**src/rtl/sobel_pkg.sv**
```systemverilog
// Shared types and default image geometry for the Sobel stream address generator.
package sobel_pkg;

  typedef enum logic [1:0] {
    ST_IDLE = 2'd0,
    ST_RUN  = 2'd1,
    ST_DONE = 2'd2
  } state_e;

  localparam int unsigned DEF_IMG_W  = 5;
  localparam int unsigned DEF_IMG_H  = 5;
  localparam int unsigned DEF_ADDR_W = 8;
  localparam int unsigned DEF_PPC    = 1;

  // Counter width for a range of n values; never narrower than one bit.
  function automatic int unsigned cnt_w(input int unsigned n);
    return (n > 1) ? $clog2(n) : 1;
  endfunction

endpackage

```
**src/rtl/sobel_raster_counter.sv**
```systemverilog
// Raster column/row counter stepping PPC pixels per beat, with frame position flags.
module sobel_raster_counter
  import sobel_pkg::*;
#(
  parameter int unsigned IMG_W = DEF_IMG_W,
  parameter int unsigned IMG_H = DEF_IMG_H,
  parameter int unsigned PPC   = DEF_PPC
) (
  input  logic                      clk,
  input  logic                      rst,
  input  logic                      clear_i,
  input  logic                      step_i,
  output logic [cnt_w(IMG_H)-1:0]   row_o,
  output logic [cnt_w(IMG_W)-1:0]   col_o,
  output logic                      sof_o,
  output logic                      eol_o,
  output logic                      eof_o
);

  localparam int unsigned ROW_W = cnt_w(IMG_H);
  localparam int unsigned COL_W = cnt_w(IMG_W);
  localparam logic [COL_W-1:0] COL_LAST = COL_W'(IMG_W - PPC);
  localparam logic [ROW_W-1:0] ROW_LAST = ROW_W'(IMG_H - 1);
  localparam logic [COL_W-1:0] COL_STEP = COL_W'(PPC);
  localparam logic [ROW_W-1:0] ROW_ONE  = ROW_W'(1);

  logic [ROW_W-1:0] row_q, row_d;
  logic [COL_W-1:0] col_q, col_d;

  assign row_o = row_q;
  assign col_o = col_q;
  assign sof_o = (row_q == '0) && (col_q == '0);
  assign eol_o = (col_q == COL_LAST);
  assign eof_o = eol_o && (row_q == ROW_LAST);

  // Next position: clear wins; a step past the last beat of the frame wraps to the origin.
  always_comb begin
    row_d = row_q;
    col_d = col_q;
    if (clear_i) begin
      row_d = '0;
      col_d = '0;
    end else if (step_i) begin
      if (eol_o) begin
        col_d = '0;
        row_d = eof_o ? '0 : row_q + ROW_ONE;
      end else begin
        col_d = col_q + COL_STEP;
      end
    end
  end

  // Position registers.
  always_ff @(posedge clk or posedge rst) begin
    if (rst) begin
      row_q <= '0;
      col_q <= '0;
    end else begin
      row_q <= row_d;
      col_q <= col_d;
    end
  end

endmodule

```
**src/rtl/sobel_stream_addr_gen.sv**
```systemverilog
// Frame-level address generator: control FSM, latched frame setup and incrementing pixel address.
module sobel_stream_addr_gen
  import sobel_pkg::*;
#(
  parameter int unsigned IMG_W  = DEF_IMG_W,
  parameter int unsigned IMG_H  = DEF_IMG_H,
  parameter int unsigned ADDR_W = DEF_ADDR_W,
  parameter int unsigned PPC    = DEF_PPC
) (
  input  logic                      clk,
  input  logic                      rst,
  input  logic                      start,
  input  logic                      abort,
  input  logic                      continuous,
  input  logic [ADDR_W-1:0]         base_addr,
  output logic                      out_valid,
  input  logic                      out_ready,
  output logic [ADDR_W-1:0]         pixel_addr,
  output logic [cnt_w(IMG_H)-1:0]   row,
  output logic [cnt_w(IMG_W)-1:0]   col,
  output logic                      sof,
  output logic                      eol,
  output logic                      eof,
  output logic                      busy,
  output logic                      frame_done
);

  localparam logic [ADDR_W-1:0] ADDR_STEP = ADDR_W'(PPC);

  state_e            state_q, state_d;
  logic [ADDR_W-1:0] addr_q, addr_d;
  logic [ADDR_W-1:0] base_q, base_d;
  logic              cont_q, cont_d;
  logic              done_q, done_d;
  logic              valid_q, busy_q;
  logic              cnt_clear, cnt_step;

  sobel_raster_counter #(
    .IMG_W (IMG_W),
    .IMG_H (IMG_H),
    .PPC   (PPC)
  ) u_cnt (
    .clk     (clk),
    .rst     (rst),
    .clear_i (cnt_clear),
    .step_i  (cnt_step),
    .row_o   (row),
    .col_o   (col),
    .sof_o   (sof),
    .eol_o   (eol),
    .eof_o   (eof)
  );

  assign out_valid  = valid_q;
  assign busy       = busy_q;
  assign pixel_addr = addr_q;
  assign frame_done = done_q;

  // Next-state, setup latch and address update; abort overrides start and transfer.
  always_comb begin
    state_d   = state_q;
    addr_d    = addr_q;
    base_d    = base_q;
    cont_d    = cont_q;
    done_d    = 1'b0;
    cnt_clear = 1'b0;
    cnt_step  = 1'b0;
    if (abort) begin
      state_d   = ST_IDLE;
      cnt_clear = 1'b1;
    end else begin
      case (state_q)
        ST_IDLE, ST_DONE: begin
          if (start) begin
            state_d   = ST_RUN;
            base_d    = base_addr;
            cont_d    = continuous;
            addr_d    = base_addr;
            cnt_clear = 1'b1;
          end
        end
        ST_RUN: begin
          if (out_ready) begin
            // The counter wraps itself to the origin on the eof step, so only the address reloads.
            cnt_step = 1'b1;
            addr_d   = addr_q + ADDR_STEP;
            if (eof) begin
              done_d = 1'b1;
              if (cont_q) addr_d = base_q;
              else        state_d = ST_DONE;
            end
          end
        end
        default: state_d = ST_IDLE;
      endcase
    end
  end

  // State and datapath registers; valid/busy registered from the next state.
  always_ff @(posedge clk or posedge rst) begin
    if (rst) begin
      state_q <= ST_IDLE;
      addr_q  <= '0;
      base_q  <= '0;
      cont_q  <= 1'b0;
      done_q  <= 1'b0;
      valid_q <= 1'b0;
      busy_q  <= 1'b0;
    end else begin
      state_q <= state_d;
      addr_q  <= addr_d;
      base_q  <= base_d;
      cont_q  <= cont_d;
      done_q  <= done_d;
      valid_q <= (state_d == ST_RUN);
      busy_q  <= (state_d != ST_IDLE);
    end
  end

endmodule

```
**config.mk**
```make
export PLATFORM = sky130hd
export DESIGN_NAME = sobel_stream_addr_gen
export DESIGN_NICKNAME = d
export VERILOG_FILES = /design/src/rtl/sobel_pkg.sv /design/src/rtl/sobel_raster_counter.sv /design/src/rtl/sobel_stream_addr_gen.sv
export SDC_FILE = /design/constraint.sdc
export NUM_CORES = 1
export LEC_CHECK = 0
export ABC_AREA = 0
export ABC_CLOCK_PERIOD_IN_PS = 1900
export CAP_MARGIN = 30
export CELL_PAD_IN_SITES_DETAIL_PLACEMENT = 0
export CELL_PAD_IN_SITES_GLOBAL_PLACEMENT = 1
export CORE_MARGIN = 2
export CORE_UTILIZATION = 38
export DETAILED_ROUTE_END_ITERATION = 8
export PLACE_DENSITY_LB_ADDON = 0.2
export SLEW_MARGIN = 10
export SYNTH_ARGS = -nofsm -noshare
export SYNTH_HDL_FRONTEND = slang
export SYNTH_SLANG_ARGS = --single-unit
```
**constraint.sdc**
```tcl
create_clock -name clk -period 1.9 [get_ports clk]
set_input_delay 0.57 -clock clk [delete_from_list [all_inputs] [get_ports clk]]
set_output_delay 0.57 -clock clk [all_outputs]
set_load 0.02 [all_outputs]
```
Yosys cells after proc, flatten, opt, wreduce, memory -nomap -nowiden
Index checks and enable logic that the tools add are counted.
- flip-flop bits (word level): 28
- output and inout port bits: 20
- word-level logic and storage cells: 61
- add/sub/neg operators: 3
- equal/unequal tests: 7
- muxes and demuxes: 28
- bitwise gates (word level): 1
- reduce and logical (&&, ||, !) cells: 13
- operators by type and width (cell ; count):
    $mux W8 ; 4
    $mux W3 ; 7
    $pmux W8 S2 ; 1
    $mux W1 ; 10
    $mux W2 ; 5
    $add A8 B1 Y8 const B ; 1
    $reduce_bool A2 Y1 ; 4
    $add A3 B1 Y3 const B ; 2
    $eq A3 B3 Y1 const B ; 2
    $logic_not A3 Y1 ; 2
    $eq A2 B1 Y1 const B ; 2
    $ne A2 B2 Y1 const B ; 2
    $pmux W2 S2 ; 1
    $reduce_and A4 Y1 ; 1
    $reduce_and A3 Y1 ; 1
    $eq A2 B2 Y1 const B ; 1
    $logic_and A1 B1 Y1 ; 2
    $logic_not A2 Y1 ; 1
    $reduce_and A2 Y1 ; 1
    $reduce_or A2 Y1 ; 1
    $not A1 Y1 ; 1

Depth between registers and ports, before layout
Gate-level depths: netlist (run 1).
- depth in word-level cells: 7
- depth in mapped cells: 7

Cells and area by module
From an unflattened synthesis (run 1), not the netlist that was laid out.
- cell total of the unflattened synthesis: 148
- area total of the unflattened synthesis: 1491.4 um^2
- by module, submodules not included (module ; instances ; cells an instance ; area each (um^2) ; sequential area each (um^2)):
    sobel_stream_addr_gen ; 1 ; 106 ; 1117.3 ; 550.5
    sobel_raster_counter ; 1 ; 42 ; 374.1 ; 150.1

Worst setup path after synthesis (run 1)
No wires, ideal clock.
- path type: register to output
- from: register u_cnt.col_q[0] (netlist: u_cnt.col_o[0])
- to: output sof
- arrival time: 1.244 ns
- required time: 1.330 ns
- path slack: 0.086 ns
- cell stages (with the launch flop): 5
- buffers on the path: 0
- path through: dfrtp_1 -> inv_1 -> ha_1 -> nand2_1 -> nor3_1
- word-level cells in the longest chain between the ends: 2
- RTL lines (what ; RTL line ; RTL):
    from (decl) ; sobel_raster_counter.sv:28 ; logic [COL_W-1:0] col_q, col_d;
    from (signal assigned) ; sobel_raster_counter.sv:60 ; col_q <= col_d;
    $logic_not A3 Y1 ; sobel_raster_counter.sv:32 ; assign sof_o = (row_q == '0) && (col_q == '0);
    $logic_and A1 B1 Y1 ; sobel_raster_counter.sv:32 ;
    to (decl) ; sobel_stream_addr_gen.sv:21 ; output logic sof,
Every way passes these cells.

Worst setup path in the final report (run 1)
- from: register u_cnt.col_q[1] (netlist: u_cnt.col_o[1])
- to: output sof
Same word-level chain as after synthesis.

==> results of run 1 <==
[kinds of logic (layout without fill, tap and decap cells)]
| logic type | after synthesis | after routing | synth area share, % |
|---|---|---|---|
| and+or+nand+nor | 49 | 49 | 18.7 |
| AOI/OAI and AO/OA | 45 | 45 | 18.2 |
| xor gates and xnor gates | 3 | 3 | 1.74 |
| muxes | 9 | 9 | 6.63 |
| DFF | 28 | 28 | 46.4 |
| buffers and inverters | 13 | 75 | 4.06 |
| adders and majority gates | 5 | 5 | 4.15 |
[critical path: stages, from the launching register on]
cell	delay [ns]
dfrtp_1	0.40
inv_2	0.07
ha_4	0.14
buf_6	0.09
nand2_2	0.04
nor3_2	0.14
buf_4	0.16
[how the worst min path moves through the flow]
stage	end	depth (start not counted)
floorplan	base_q[3]	1
global placement	base_q[5]	1
detailed placement	base_q[7]	1
CTS	base_q[5]	1
global route	base_q[5]	1
finish	base_q[5]	1
[cell type report]
| class | count | area (um^2) |
|---|---|---|
| timing repair buffer | 63 | 551 |
| sequential | 28 | 701 |
| tap | 48 | 60.1 |
| fill | 346 | 1570 |
| multi-input combinational | 111 | 792 |
| clock buffer | 3 | 41.3 |
| inverter | 9 | 33.8 |
[metrics by stage]
step,setup TNS [ns],utilization [%]
final,0,58.2
after global routing,-0.0400,58.2
after CTS,-0.0595,56.5
after detailed placement,-4.98,55.8
after global placement,-4.88,55.8
after floorplan,0,-
[power by group through the flow]
stage	Sequential, mW	Combinational (mW)	Clock [mW]
6_report	0.822	0.773	0.331
5_1_grt	0.842	0.852	0.359
4_1_cts	0.822	0.766	0.339
3_5_place_dp	0.833	0.776	0
3_3_place_gp	0.828	0.767	0
2_1_floorplan	0.921	0.345	0
[repair_timing]
action,CTS,global route
setup buffers,0,1
setup endpoints to repair,12,18
pin swaps,0,4
hold buffers,0,0
gates resized for setup,25,18
[registers in the layout, indices dropped and copies added (netlist names)]
| signal | count |
|---|---|
| u_cnt.col_o | 3 |
| out_valid | 1 |
| busy | 1 |
| frame_done | 1 |
| cont_q | 1 |
| u_cnt.row_o | 3 |
| base_q | 8 |
| state_q | 2 |
| pixel_addr | 8 |
[per-layer routing]
| layer | up-vias | wire length, um | share of wire [%] | GRT usage [%] |
|---|---|---|---|---|
| met5 | - | 0 | 0 | 0 |
| met4 | 0 | 8 | 0.21 | 3.32 |
| met3 | 3 | 165 | 4.2 | 4.22 |
| met2 | 32 | 1840 | 47 | 30.9 |
| met1 | 692 | 1870 | 48 | 25.9 |
| li1 | 674 | - | - | - |
[cells in the final DEF, fill, tap and decap left out, types with 2 or more instances in the layout]
| master | count |
|---|---|
| nand3_1 | 4 |
| or3b_1 | 3 |
| ha_1 | 3 |
| buf_4 | 30 |
| dlygate4sd2_1 | 9 |
| mux2_2 | 8 |
| nor2_1 | 8 |
| a21oi_1 | 15 |
| and2_1 | 2 |
| inv_1 | 4 |
| o21a_1 | 3 |
| clkdlybuf4s50_1 | 20 |
| a22oi_1 | 3 |
| o211ai_1 | 2 |
| dfrtp_1 | 28 |
| buf_6 | 3 |
| o32ai_1 | 2 |
| nand4_1 | 2 |
| nand2b_1 | 2 |
| ha_4 | 2 |
| xnor2_1 | 3 |
| or3_1 | 3 |
| inv_2 | 5 |
| o21ai_0 | 11 |
| nand2_1 | 12 |
| clkbuf_8 | 3 |
| nor3_1 | 5 |
==> tab_implementation.tex, run 1 <==
\begin{tabular}{lr}
\hline
Metric & Value \\
\hline
\multicolumn{2}{l}{\textbf{Drt}} \\
\quad Via count normalized by instance count & 5.35 \\
\quad Mean routed wirelength per cell & 14.8 um \\
\quad Number of nets with antenna violations after routing & 0 \\
\quad DRC violation count after routing & 0 \\
\quad DR iter-0 viols & 90 \\
\quad Wire length after detailed routing & 3890 um \\
\quad Router iterations before antenna repair & 4 \\
\quad Vias & 1401 \\
\multicolumn{2}{l}{\textbf{Floorplan}} \\
\quad Core region area & 3740 um\^{}2 \\
\quad Boundary Pins & 34 \\
\quad Starting Density & 40.3\% \\
\quad Die Area & 4490 um\^{}2 \\
\quad Die Y-Extent & 67.0 um \\
\quad Row count & 22 \\
\quad Die width & 67.0 um \\
\multicolumn{2}{l}{\textbf{Global routing}} \\
\quad GRT Resource Usage Total & 19.0\% \\
\quad Initial antenna violation count & 0 \\
\quad Maximum number of pins on one net before global-route repair & 29 \\
\quad Final global-route overflow total & 0 \\
\quad First-pass GRT wire length & 6390 um \\
\quad Number of global-route vias before repair & 1368 \\
\multicolumn{2}{l}{\textbf{Setup path}} \\
\quad CP max FO & 3 \\
\quad Type of the setup path with the least slack & reg -> out \\
\quad Register-to-register path setup slack & 0.22 ns \\
\quad Logic depth of the worst register-to-register path & 7 \\
\quad Capture point of the worst reg-to-reg path & pixel\_addr[3] \\
\quad Capture point of the critical path & sof \\
\quad Launch point of the worst reg-to-reg path & u\_cnt.row\_o[1] \\
\quad Crit path launch type & flip-flop \\
\quad WP data arrival & 1.32 ns \\
\quad Data required time at the worst endpoint & 1.33 ns \\
\quad Sort of element at the end of the critical path & output pin \\
\quad Launch point of the worst path & u\_cnt.col\_o[1] \\
\multicolumn{2}{l}{\textbf{STA}} \\
\quad Relative slew slack & 73.4\% \\
\quad Unrepaired setup endpoints after global routing & yes \\
\quad Worst clock skew & 0.00765 ns \\
\quad Clock period minus worst slack & 1.89 ns \\
\quad Worst Setup Slack, final & 0.00688 ns \\
\quad Final hold viol count & 0 \\
\quad Transition time at the pin with the least slew margin & 0.397 ns \\
\quad Share of the cycle needed by the critical path after routing & 99.6\% \\
\quad Setup violators final & 0 \\
\quad WHS & 0.517 ns \\
\quad Fmax & 0.528 GHz \\
\quad Fin. max-slew vios & 0 \\
\multicolumn{2}{l}{\textbf{Yosys}} \\
\quad Fraction of post-synthesis cell area in the top cell type by area & 46.4\% \\
\quad Net count after synthesis & 171 \\
\quad Yosys cell types & 38 \\
\quad Warning count from the yosys run & 0 \\
\quad Cell with the most instances after synthesis & dfrtp\_1 \\
\quad Synthesized flop and latch total & 28 \\
\quad EDFF count, synth & 0 \\
\quad Mapped Area & 1510 um\^{}2 \\
\quad Post-synthesis instance total & 152 \\
\quad Library cell with the largest summed area after synthesis & dfrtp\_1 \\
\quad Average cell area after synthesis & 9.93 um\^{}2 \\
\quad Async set-reset flop share out of synthesis & 100\% \\
\quad Most numerous cell types in the synthesized netlist & dfrtp\_1, a21oi\_1, nand2\_1, o21ai\_0, inv\_1 \\
\quad Sequential element share of the synthesized area & 46.4\% \\
\quad Most instantiated flip-flop cell in the synthesis netlist & dfrtp\_1 \\
\quad Cell types occupying the most area after synthesis & dfrtp\_1, mux2\_2, a21oi\_1 \\
\multicolumn{2}{l}{\textbf{Layout}} \\
\quad Fraction of layout instances using a drive strength above 1 & 28.5\% \\
\quad P\&R area growth vs syn & 44.4\% \\
\quad Antenna diodes & 0 \\
\quad Post-route design area & 2180 um\^{}2 \\
\quad Number of standard cells in the final layout excluding fillers & 262 \\
\quad Post-layout nets & 235 \\
\multicolumn{2}{l}{\textbf{Run status}} \\
\quad Result of the run & completed \\
\multicolumn{2}{l}{\textbf{Power and ir drop}} \\
\quad Fraction of power consumed by combinational cells & 40.1\% \\
\quad Power per unit of standard cell area & 884 nW/um\^{}2 \\
\quad Maximum ir drop on the vdd rail & 639 uV \\
\quad Reg power frac & 42.7\% \\
\quad Net switching power & 0.676 mW \\
\quad Standby leakage power & 0.974 nW \\
\quad Internal power & 1.25 mW \\
\quad Total power draw & 1.93 mW \\
\quad Portion of total power attributed to the clock network & 17.2\% \\
\quad Switching power as a share of total power & 35.1\% \\
\multicolumn{2}{l}{\textbf{Clock network}} \\
\quad Max clock buf depth & 2 \\
\quad CTS buffer count & 3 \\
\quad Clock insertion delay at the later pin of the skew report & 0.28 ns \\
\quad Number of clock sinks seen by CTS & 28 \\
\quad Clock tree from TritonCTS & yes \\
\quad Clock Pin Slew Worst Setup and Hold Paths & 0.10 ns \\
\quad Master cell of the clock root buffer & clkbuf\_8 \\
\quad Number of levels in the clock H-tree & 1 \\
\multicolumn{2}{l}{\textbf{Worst hold path}} \\
\quad Start point of the worst hold path & base\_q[5] \\
\quad Classification of the worst-slack hold path & reg -> reg \\
\multicolumn{2}{l}{\textbf{Placed design}} \\
\quad Post-placement cell count & 258 \\
\quad Total half-perimeter wirelength after legalization and detailed placement & 2840 um \\
\quad Placed Area & 2090 um\^{}2 \\
\quad Number of buffers inserted by port buffering & 33 \\
\quad Final weighted congestion of routability-driven global placement & 0.823 \\
\quad Worst setup timing slack at the placement stage & -0.273 ns \\
\multicolumn{2}{l}{\textbf{Job}} \\
\quad Count of max-cap constraint violations & 0 \\
\hline
\end{tabular}
(Power assumes the default switching activity.)
==> run 2, diff against run 1 <==
Settings changed: CORE_MARGIN 2 to 4, TNS_END_PERCENT set to 1.
==> tab_implementation.tex, run 2 (synthesis results as in run 1) <==
\begin{tabular}{lr}
\hline
Metric & Value \\
\hline
\multicolumn{2}{l}{\textbf{Clock network}} \\
\quad Clock Pin Slew Worst Setup and Hold Paths & 0.10 ns \\
\quad Master cell of the clock root buffer & clkbuf\_8 \\
\quad Clock insertion delay at the later pin of the skew report & 0.28 ns \\
\quad Number of clock sinks seen by CTS & 28 \\
\quad Hold-fix buffers, CTS & 0 \\
\quad Number of levels in the clock H-tree & 1 \\
\quad Max clock buf depth & 2 \\
\quad Clock tree from TritonCTS & yes \\
\quad CTS buffer count & 3 \\
\multicolumn{2}{l}{\textbf{STA}} \\
\quad Unrepaired setup endpoints after global routing & yes \\
\quad Worst Setup Slack, final & -0.0472 ns \\
\quad Share of the cycle needed by the critical path after routing & 102\% \\
\quad Clock period minus worst slack & 1.95 ns \\
\quad Setup violators final & 1 \\
\quad Worst clock skew & 0.00577 ns \\
\quad Transition time at the pin with the least slew margin & 0.382 ns \\
\quad Fin. max-slew vios & 0 \\
\quad Final hold viol count & 0 \\
\quad Relative slew slack & 74.4\% \\
\quad Fmax & 0.514 GHz \\
\multicolumn{2}{l}{\textbf{Setup path}} \\
\quad Slowest CP cell & dfrtp\_1 \\
\quad Cells along the critical path & inv\_2 -> ha\_4 -> buf\_6 -> nand2\_2 -> nor3\_2 -> buf\_4 \\
\quad Data required time at the worst endpoint & 1.33 ns \\
\quad Crit path launch type & flip-flop \\
\quad Worst stage delay on the critical path & 0.40 ns \\
\quad Sort of element at the end of the critical path & output pin \\
\quad Type of the setup path with the least slack & reg -> out \\
\quad WP data arrival & 1.38 ns \\
\quad CP max FO & 3 \\
\multicolumn{2}{l}{\textbf{Global routing}} \\
\quad Number of global-route vias before repair & 1411 \\
\quad Final global-route overflow total & 0 \\
\quad GRT Resource Usage Total & 16.3\% \\
\quad Maximum number of pins on one net before global-route repair & 29 \\
\quad First-pass GRT wire length & 6620 um \\
\quad Initial antenna violation count & 0 \\
\multicolumn{2}{l}{\textbf{Placed design}} \\
\quad Final weighted congestion of routability-driven global placement & 0.817 \\
\quad Placed Area & 2080 um\^{}2 \\
\quad Total half-perimeter wirelength after legalization and detailed placement & 2810 um \\
\quad Number of buffers inserted by port buffering & 33 \\
\quad Post-placement cell count & 257 \\
\multicolumn{2}{l}{\textbf{Drt}} \\
\quad DRC violation count after routing & 0 \\
\quad Vias & 1394 \\
\quad Mean routed wirelength per cell & 14.4 um \\
\quad Via count normalized by instance count & 5.30 \\
\quad Router iterations before antenna repair & 4 \\
\quad DR iter-0 viols & 70 \\
\quad Number of nets with antenna violations after routing & 0 \\
\quad Wire length after detailed routing & 3790 um \\
\multicolumn{2}{l}{\textbf{Power and ir drop}} \\
\quad Fraction of power consumed by combinational cells & 37.4\% \\
\quad Portion of total power attributed to the clock network & 22.8\% \\
\quad Standby leakage power & 0.985 nW \\
\quad Net switching power & 0.672 mW \\
\quad Power per unit of standard cell area & 942 nW/um\^{}2 \\
\quad Switching power as a share of total power & 32.6\% \\
\quad Reg power frac & 39.8\% \\
\quad Internal power & 1.39 mW \\
\quad Maximum ir drop on the vdd rail & 489 uV \\
\multicolumn{2}{l}{\textbf{Run status}} \\
\quad Result of the run & finished, violations left \\
\quad Violations in the final reports & setup timing \\
\multicolumn{2}{l}{\textbf{Worst hold path}} \\
\quad Classification of the worst-slack hold path & reg -> reg \\
\multicolumn{2}{l}{\textbf{Floorplan}} \\
\quad Row count & 22 \\
\quad Core region area & 3740 um\^{}2 \\
\quad Die width & 71.0 um \\
\quad Die Y-Extent & 71.0 um \\
\quad Die Area & 5040 um\^{}2 \\
\quad Boundary Pins & 34 \\
\quad Starting Density & 40.3\% \\
\multicolumn{2}{l}{\textbf{Layout}} \\
\quad Antenna diodes & 0 \\
\quad Fraction of layout instances using a drive strength above 1 & 27.0\% \\
\quad Most common cell after layout, fill and taps aside & buf\_4 \\
\quad Commonest cells after routing, fill and taps aside & buf\_4, dfrtp\_1, clkdlybuf4s50\_1 \\
\quad Post-route design area & 2190 um\^{}2 \\
\quad P\&R area growth vs syn & 44.9\% \\
\quad Post-layout nets & 235 \\
\quad Number of standard cells in the final layout excluding fillers & 263 \\
\multicolumn{2}{l}{\textbf{Job}} \\
\quad Count of max-cap constraint violations & 0 \\
\hline
\end{tabular}
[run 2: cell types whose count changed in the layout (fill, tap and decap cells not counted), sizes merged]
cell    delta
bufinv     +1
[run 2: what timing repair did]
action / in CTS / in global routing
setup endpoints to repair: 12 / 13
gates resized for setup: 26 / 11
cloned: 0 / 0
setup buffers: 0 / 2
pin swaps: 1 / 2
[run 2: area by class of cell]
class	count	area (um^2)
Clock buffer	3	41.3
Clock inverter	1	30.0
Fill cell	366	1560
Inverter	9	33.8
Multi-Input combinational cell	111	773
Sequential cell	28	701
Tap cell	48	60.1
Timing Repair Buffer	63	547
[run 2: power groups by stage]
stage / Clock, mW / Combinational [mW] / Sequential, mW
floorplan: 0 / 0.345 / 0.921
global placement: 0 / 0.769 / 0.828
detailed placement: 0 / 0.774 / 0.829
CTS: 0.483 / 0.771 / 0.819
global route: 0.519 / 0.851 / 0.842
finish: 0.470 / 0.771 / 0.819
[run 2: per-stage QoR]
step           TNS, ns  hold slack, ns  setup slack, ns  util, %  power (mW)
2_1_floorplan        0           0.471           0.0864        -        1.27
3_3_place_gp     -4.89           0.487           -0.265     55.6        1.60
3_5_place_dp     -4.83           0.498           -0.263     55.6        1.60
4_1_cts        -0.0444           0.521          -0.0444     57.2        2.07
5_1_grt         -0.265           0.542           -0.159     58.4        2.21
6_report       -0.0472           0.517          -0.0472     58.4        2.06
[run 2: worst max-delay path, delay by kind of cell (launching register included)]
| family | cells | cell delay (ns) |
|---|---|---|
| adders and majority gates | 1 | 0.14 |
| and+or+nand+nor | 2 | 0.22 |
| DFF | 1 | 0.40 |
| buffers and inverters | 3 | 0.34 |
[run 2: worst paths after layout]
path / start / to / slack, ns / cells after the start
max: u_cnt.col_o[0] / sof / -0.05 / 6
min: base_q[5] / base_q[5] / 0.52 / 1
max reg2reg: u_cnt.col_o[0] / u_cnt.row_o[2] / 0.21 / 8
min reg2reg: base_q[5] / base_q[5] / 0.52 / 1
max in group asynchronous: rst / u_cnt.col_o[2] / 0.97 / 3
min in group asynchronous: rst / u_cnt.col_o[0] / 0.64 / 3
[run 2: metal layers]
metal | wire, um | part of all wire, % | track usage, % | vias to the layer above
li1 | - | - | - | 676
met1 | 1780 | 47 | 22.2 | 681
met5 | 0 | 0 | 0 | -
met4 | 30 | 0.79 | 4.18 | 0
met3 | 168 | 4.4 | 3.41 | 4
met2 | 1810 | 48 | 26.5 | 33
==> run 3, diff against run 2 <==
Settings changed: CAP_MARGIN 30 to 20.
==> results of run 3 <==
Same layout as run 2: the final DEF is identical, and so are final timing and power.
